File: src/rtl/ctrl_sequencer.sv
// -----------------------------------------------------------------------------
// ctrl_sequencer
//
// Microprogram sequencer feeding the datapath control decoder. A small program
// of 8-bit words (bit7 = LAST, bits[6:0] = ctrl word) is loaded while the
// sequencer is not running. It is then replayed as a registered ctrl stream,
// one word per clock, for rpt+1 passes. Outside RUN the ctrl output holds
// NOP_WORD, so the register file never sees a spurious write.
//
// Optional feature: define CTRL_SEQUENCER_STEP_EN to add a 'step' input. In RUN,
// a word then issues only in cycles where step=1.
//
// Ports:
//   clk        system clock; all state updates on the rising edge
//   rst_n      asynchronous active-low reset
//   load_en    write one program word this cycle (ignored in RUN)
//   load_addr  program address to write
//   load_data  bit7 = LAST flag, bits[6:0] = ctrl word
//   start      single-cycle pulse; begins execution at address 0 from IDLE
//   rpt        extra passes (total passes = rpt+1), sampled on start
//   step       (CTRL_SEQUENCER_STEP_EN only) issue enable in RUN
//   abort      terminate execution (RUN only)
//   ctrl       control word to the decoder (registered)
//   ctrl_valid ctrl holds a program word this cycle (registered)
//   busy       high while in RUN
//   done       one-cycle pulse when the last pass completes or an abort is taken
// -----------------------------------------------------------------------------
module ctrl_sequencer #(
   parameter int unsigned DEPTH    = 16,
   parameter int unsigned AW       = 4,
   parameter logic [6:0]  NOP_WORD = 7'h00
) (
   input  logic          clk,
   input  logic          rst_n,
   input  logic          load_en,
   input  logic [AW-1:0] load_addr,
   input  logic [7:0]    load_data,
   input  logic          start,
   input  logic [3:0]    rpt,
`ifdef CTRL_SEQUENCER_STEP_EN
   input  logic          step,
`endif
   input  logic          abort,
   output logic [6:0]    ctrl,
   output logic          ctrl_valid,
   output logic          busy,
   output logic          done
);

   typedef enum logic [1:0] {
      S_IDLE = 2'd0,
      S_RUN  = 2'd1,
      S_DONE = 2'd2
   } state_t;

   state_t        state_q, state_d;
   logic [AW-1:0] pc_q, pc_d;
   logic [3:0]    passes_q, passes_d;
   logic [6:0]    ctrl_q, ctrl_d;
   logic          ctrl_valid_q, ctrl_valid_d;
   logic          done_q, done_d;

   logic [7:0]    mem_q [DEPTH];
   logic          mem_we;
   logic [7:0]    cur_word;
   logic          word_end;
   logic          issue;

   // Writes are accepted in IDLE and DONE. A write in the same cycle as start
   // lands on this edge, before the first RUN cycle reads the memory.
   assign mem_we   = load_en && (state_q != S_RUN);
   assign cur_word = mem_q[pc_q];
   // The last address ends the program even without LAST, so pc never wraps.
   assign word_end = cur_word[7] | (pc_q == AW'(DEPTH - 1));

`ifdef CTRL_SEQUENCER_STEP_EN
   assign issue = step;
`else
   assign issue = 1'b1;
`endif

   // NOTE: program storage has no reset; it is always loaded before use and a
   // reset here would turn plain registers into far costlier resettable flops.
   always_ff @(posedge clk) begin
      if (mem_we) begin
         mem_q[load_addr] <= load_data;
      end
   end

   always_comb begin
      // NOTE: every signal gets a default first so no path can infer a latch.
      state_d      = state_q;
      pc_d         = pc_q;
      passes_d     = passes_q;
      ctrl_d       = NOP_WORD;
      ctrl_valid_d = 1'b0;
      done_d       = 1'b0;

      case (state_q)
         S_IDLE: begin
            if (start) begin
               pc_d     = '0;
               passes_d = rpt;
               state_d  = S_RUN;
            end
         end

         S_RUN: begin
            if (abort) begin
               // Abort pulses done on entry to DONE; DONE then stays quiet.
               state_d = S_DONE;
               done_d  = 1'b1;
            end else if (issue) begin
               ctrl_d       = cur_word[6:0];
               ctrl_valid_d = 1'b1;
               if (!word_end) begin
                  pc_d = pc_q + 1'b1;
               end else if (passes_q != 4'd0) begin
                  pc_d     = '0;
                  passes_d = passes_q - 4'd1;
               end else begin
                  pc_d    = '0;
                  state_d = S_DONE;
               end
            end
         end

         S_DONE: begin
            // After a normal finish the last word is still on ctrl during
            // DONE, so done follows it. After an abort, done has already
            // pulsed and is not repeated.
            done_d  = !done_q;
            state_d = S_IDLE;
         end

         default: begin
            state_d = S_IDLE;
         end
      endcase
   end

   // NOTE: sequential state uses non-blocking assignments so every flop
   // samples pre-edge values regardless of statement order.
   always_ff @(posedge clk or negedge rst_n) begin
      if (!rst_n) begin
         state_q      <= S_IDLE;
         pc_q         <= '0;
         passes_q     <= '0;
         ctrl_q       <= NOP_WORD;
         ctrl_valid_q <= 1'b0;
         done_q       <= 1'b0;
      end else begin
         state_q      <= state_d;
         pc_q         <= pc_d;
         passes_q     <= passes_d;
         ctrl_q       <= ctrl_d;
         ctrl_valid_q <= ctrl_valid_d;
         done_q       <= done_d;
      end
   end

   assign ctrl       = ctrl_q;
   assign ctrl_valid = ctrl_valid_q;
   assign done       = done_q;
   assign busy       = (state_q == S_RUN);

endmodule

File: config.mk
export PLATFORM = sky130hd
export DESIGN_NAME = ctrl_sequencer
export DESIGN_NICKNAME = d
export VERILOG_FILES = /design/src/rtl/ctrl_sequencer.sv
export SDC_FILE = /design/constraint.sdc
export NUM_CORES = 1
export LEC_CHECK = 0
export CORE_ASPECT_RATIO = 2
export CORE_UTILIZATION = 59
export CTS_BUF_LIST = sky130_fd_sc_hd__clkbuf_8 sky130_fd_sc_hd__clkbuf_16
export DETAILED_ROUTE_END_ITERATION = 16
export GPL_TIMING_DRIVEN = 0
export PLACE_DENSITY = 0.81
export REMOVE_ABC_BUFFERS = 1
export SLEW_MARGIN = 15
export SYNTH_ARGS = -nofsm -noshare
export SYNTH_HDL_FRONTEND = slang
export SYNTH_SLANG_ARGS = --single-unit
File: constraint.sdc
create_clock -name clk -period 2.7 [get_ports clk]
set_input_delay 0.54 -clock clk [delete_from_list [all_inputs] [get_ports clk]]
set_output_delay 0.54 -clock clk [all_outputs]
set_load 0.01 [all_outputs]
=== Word-level counts from Yosys, hierarchy flattened ===
Memory sizes are Yosys's and may differ from the RTL's.
Cells that the tools add are included.

* Register bits after elaboration: 19
* RAM bits: 128
* Input port bits: 21
* Output and inout port bits: 10
* Word-level logic and storage cells: 50
* Memories kept: 1

{| class="wikitable"
|+ Memory list
! name !! words !! bits a word !! rd ports !! clocked after memory_dff !! wr ports !! line !! text
|-
| mem_q || 16 || 8 || 1 || 0 || 1 || 63 || <nowiki>logic [7:0] mem_q [DEPTH];</nowiki>
|}

* Add/sub/neg operators: 2
* Eq/ne operators: 10
* Mux-type cells: 22
* Bitwise gates (word level): 1
* Reductions and logical operators: 8

{| class="wikitable"
|+ Operators with widths
! cell !! count
|-
| $mux 4 || 7
|-
| $pmux 4 s2 || 2
|-
| $mux 7 || 2
|-
| $mux 2 || 4
|-
| $ne 2x1->1 const B || 3
|-
| $reduce_and 3->1 || 2
|-
| $mux 1 || 5
|-
| $reduce_and 5->1 || 1
|-
| $add 4x1->4 const B || 1
|-
| $eq 4x4->1 const B || 1
|-
| $ne 2x2->1 const B || 2
|-
| $pmux 2 s2 || 1
|-
| $reduce_bool 4->1 || 1
|-
| $sub 4x1->4 const B || 1
|-
| $ne 3x2->1 const B || 1
|-
| $ne 3x3->1 const B || 1
|-
| $eq 2x1->1 const B || 1
|-
| $eq 2x2->1 const B || 1
|-
| $logic_not 2->1 || 1
|-
| $pmux 1 s2 || 1
|-
| $reduce_bool 2->1 || 1
|-
| $logic_and 1x1->1 || 1
|-
| $logic_not 1->1 || 1
|-
| $or 1x1->1 || 1
|}

=== Depth between registers and ports, before layout ===
* Depth after elaboration: 5
* Mapped depth: 9
* Gate-level depth less buffers: 8

=== Least setup slack after synthesis ===
Ideal clock, no wire load.

* Path type: flip-flop to flip-flop
* Start point: register state_q[1]
* End point: memory mem_q[4][0], enable pin
* Library setup time: 383 ps
* Data arrival time: 2075 ps
* Required time: 2317 ps
* Slack: 242 ps
* Stages on the path, launching flop included: 7
* Buffers on the path: 1
* Period minus slack after synthesis: 2458 ps
* Path through: dfrtp_1 inv_1 ha_1 clkbuf_1 nand2b_1 or3b_2 nor3_1

* Longest elaborated chain between the ends: 4

{| class="wikitable"
|+ Ends and longest elaborated chain
! what !! line !! text
|-
| start, declared || 56 || <nowiki>state_t state_q, state_d;</nowiki>
|-
| start signal, assigned || 153 || <nowiki>state_q <= state_d;</nowiki>
|-
| $ne 2x1->1 || 71 || <nowiki>assign mem_we = load_en && (state_q != S_RUN);</nowiki>
|-
| $logic_and 1x1->1 || 71 ||
|-
| $mux 1 || 85 || <nowiki>if (mem_we) begin</nowiki>
|-
| $mux 1 (implied by the code) || 86 || <nowiki>mem_q[load_addr] <= load_data;</nowiki>
|-
| end, declared || 63 ||
|}

No other way between the ends.

=== Final worst setup path ===
* Start point: register state_q[1]
* End point: output busy

* Longest elaborated chain between the ends: 1

{| class="wikitable"
|+ Ends and longest elaborated chain
! what !! line !! text
|-
| $eq 2x1->1 || 165 || <nowiki>assign busy = (state_q == S_RUN);</nowiki>
|-
| end, declared || 46 || <nowiki>output logic busy,</nowiki>
|}

No other way between the ends.

==> metrics <==
status finished, final reports clean; vias per cell 6.117; Residual DRC 0; final hold viol count 0; TritonRoute pass-1 iters 5; # nets final 371; global route total overflow 0; most frequent cells in the layout edfxtp_1, mux4_2, clkdlybuf4s50_1, clkbuf_16, dfrtp_1; count of final max-slew check failures 0; initial antenna violation count 0; initial DRC count 246; RSZ-0062 raised after global routing no; I/O Pins 31; Worst-Margin Slew 1088 ps; FF+latch count, synth 147; H-tree levels 4; post-synthesis cell type count 38; vias in the first global route 3081; GRT Total Usage 25.54%; Final period util 93.75%; CTS max path bufs 2; Post-Synthesis Cells 303; CTS tree yes; CP arrival 1990 ps; PortBufs 30; Initial Util 60.81%; Crit Path Max Fanout 18; CTS buffer count 17; commonest non-fill, non-tap cell in the layout edfxtp_1; crit-path max cell delay 610 ps; via count 2985; clk sinks 147; first-pass GRT wire length 17.72 mm; Final min period 2531 ps; Max Cap Viol 0; Avg Inst Size Synth 19.59 µm²; HP Class reg2reg; Critical path buffers and inverters 2; Max Clock Freq 395.1 MHz; largest net degree at the start of global routing 33; Overall Power 0.006311 W; Die W 72.93 µm; Routed Antenna Nets 0; core area 0.009763 mm²; die area 0.01049 mm²; Setup CP Type reg2out; Filler cells 575; Worst EP required 2160 ps; number of synthesis warnings 0; Final setup viols 0; worst skew pair latency 410 ps; Routed Wire Length 11.68 mm; row count 51; Max rail drop VDD 0.0005843 V; Worst path slowest cell clkdlybuf4s50_1; DR WL/cell 23.94 µm; cts hold-fix bufs 0; sequential fraction of the synthesis area 72.75%; area grow syn2layout 18.40%; layout cells sized above 1 21.91%; Die Span Y 143.9 µm; FF-to-FF Start state_q[1]; Syn Std Cell Area 0.005937 mm²; placed cell area 0.006405 mm²; cell accounting for the most synthesized area edfxtp_1; worst path cell trace inv_1, ha_2, clkdlybuf4s50_1; Power per Cell Area 897.9 mW/mm²; crit-path leading delay family buffers and inverters; hold wc startpoint done; top post-synthesis cells by area edfxtp_1, mux4_2, dfrtp_1, mux4_1, ha_1; leak pwr 2.284 nW; top cell type's share of synthesized area 64.74%; clk slew on worst S/H paths 60 ps; hpwl dp 7.326 mm; CP Launch Type flop; Post-Layout Inst Area 0.007029 mm²; clk root buf clkbuf_16; Critical Path Start state_q[1]; Clock Skew 7.411 ps; relative slew slack 27.21%; Diodes inserted 0; CP Capture Type output port; placer congestion estimate 0.7897
per-stage QoR:
step	setup WS [ps]	TNS (ps)	hold WS [ps]	util (%)	std cells
finish	168.7	0	546.5	72.00	488
global route	33.86	0	590.4	72.00	488
CTS	132.2	0	544.0	72.00	488
detailed placement	-139.1	-2730	533.6	65.60	457
global placement	-918.6	-25900	540.3	64.78	452
floorplan	-275.8	-1621	244.4	-	290
worst paths after layout:
| path | to | slack (ps) | depth (start not counted) |
|---|---|---|---|
| setup / recovery | busy | 170 | 3 |
| hold / removal | done | 550 | 2 |
| setup reg to reg | mem_q[2][3] | 180 | 5 |
| hold reg to reg | done | 550 | 2 |
| max in group asynchronous | pc_q[0] | 1510 | 1 |
| min in group asynchronous | passes_q[1] | 610 | 1 |
worst min-delay path: cells and delay by family (launching register included):
kind	cells	cell delay, ps
flops	1	340
simple gates	1	100
compound gates	1	70
kinds of logic after synthesis:
family,Yosys count,share of synthesized area (%)
muxes,42,15.83
and+or+nand+nor,68,6.049
adders and majority gates,6,1.264
buffers and inverters,18,1.623
AOI/OAI and AO/OA,22,2.487
DFF,147,72.75
cell usage after synthesis:
cell type,n
clkinv_1,1
o31ai_1,1
nand3_1,7
edfxtp_1,128
buf_1,2
or3_1,4
a32o_1,1
o21ai_0,4
nor3_1,6
and3b_1,1
mux4_2,31
and2_1,7
nand2_1,8
dfrtp_1,19
a22o_1,1
o211ai_1,6
a21boi_0,1
ha_1,6
buf_2,2
mux2i_1,2
nor3b_1,4
a221oi_1,1
clkbuf_1,4
a31o_2,1
mux4_1,8
nand2b_1,8
mux2_2,1
nor2_1,18
a21oi_1,5
or4_1,1
inv_1,4
o22ai_1,1
or3b_2,1
nand4b_1,1
buf_6,2
nor2b_1,1
buf_4,3
nand3b_1,1
routing by layer:
metal / vias up / wire, µm / global-route usage (%)
li1: 1325 / - / -
met1: 1518 / 4145 / 30.61
met2: 125 / 6615 / 41.76
met3: 17 / 645 / 5.750
met4: 0 / 274 / 15.48
met5: - / 0 / 0
power breakdown:
part | total (W) | internal (W) | switching, W
registers | 0.00275 | 0.00260 | 0.000152
logic | 0.00115 | 0.000609 | 0.000540
clock network | 0.00241 | 0.00154 | 0.000873
total | 0.00631 | 0.00475 | 0.00156
timing repair:
item | CTS | global route
setup buffers | 0 | 0
gates resized for setup | 4 | 0
endpoints found under the setup margin | 49 | 0
registers in the layout, summed over array words and instances (netlist names):
signal and flops:
ctrl 7, mem_q 128, passes_q 4, state_q 2
pc_q 4, done 1, ctrl_valid 1
cell type report:
type / count / area [µm²] / area share [%]
sequential: 147 / 4322 / 61.48
multi-input combinational: 138 / 1551 / 22.07
clock buffer: 17 / 425.4 / 6.052
timing repair buffer: 35 / 357.8 / 5.091
clock inverter: 14 / 188.9 / 2.688
tap: 132 / 165.2 / 2.350
inverter: 5 / 18.77 / 0.2670
No activity file was read; power rests on OpenSTA's default activity.
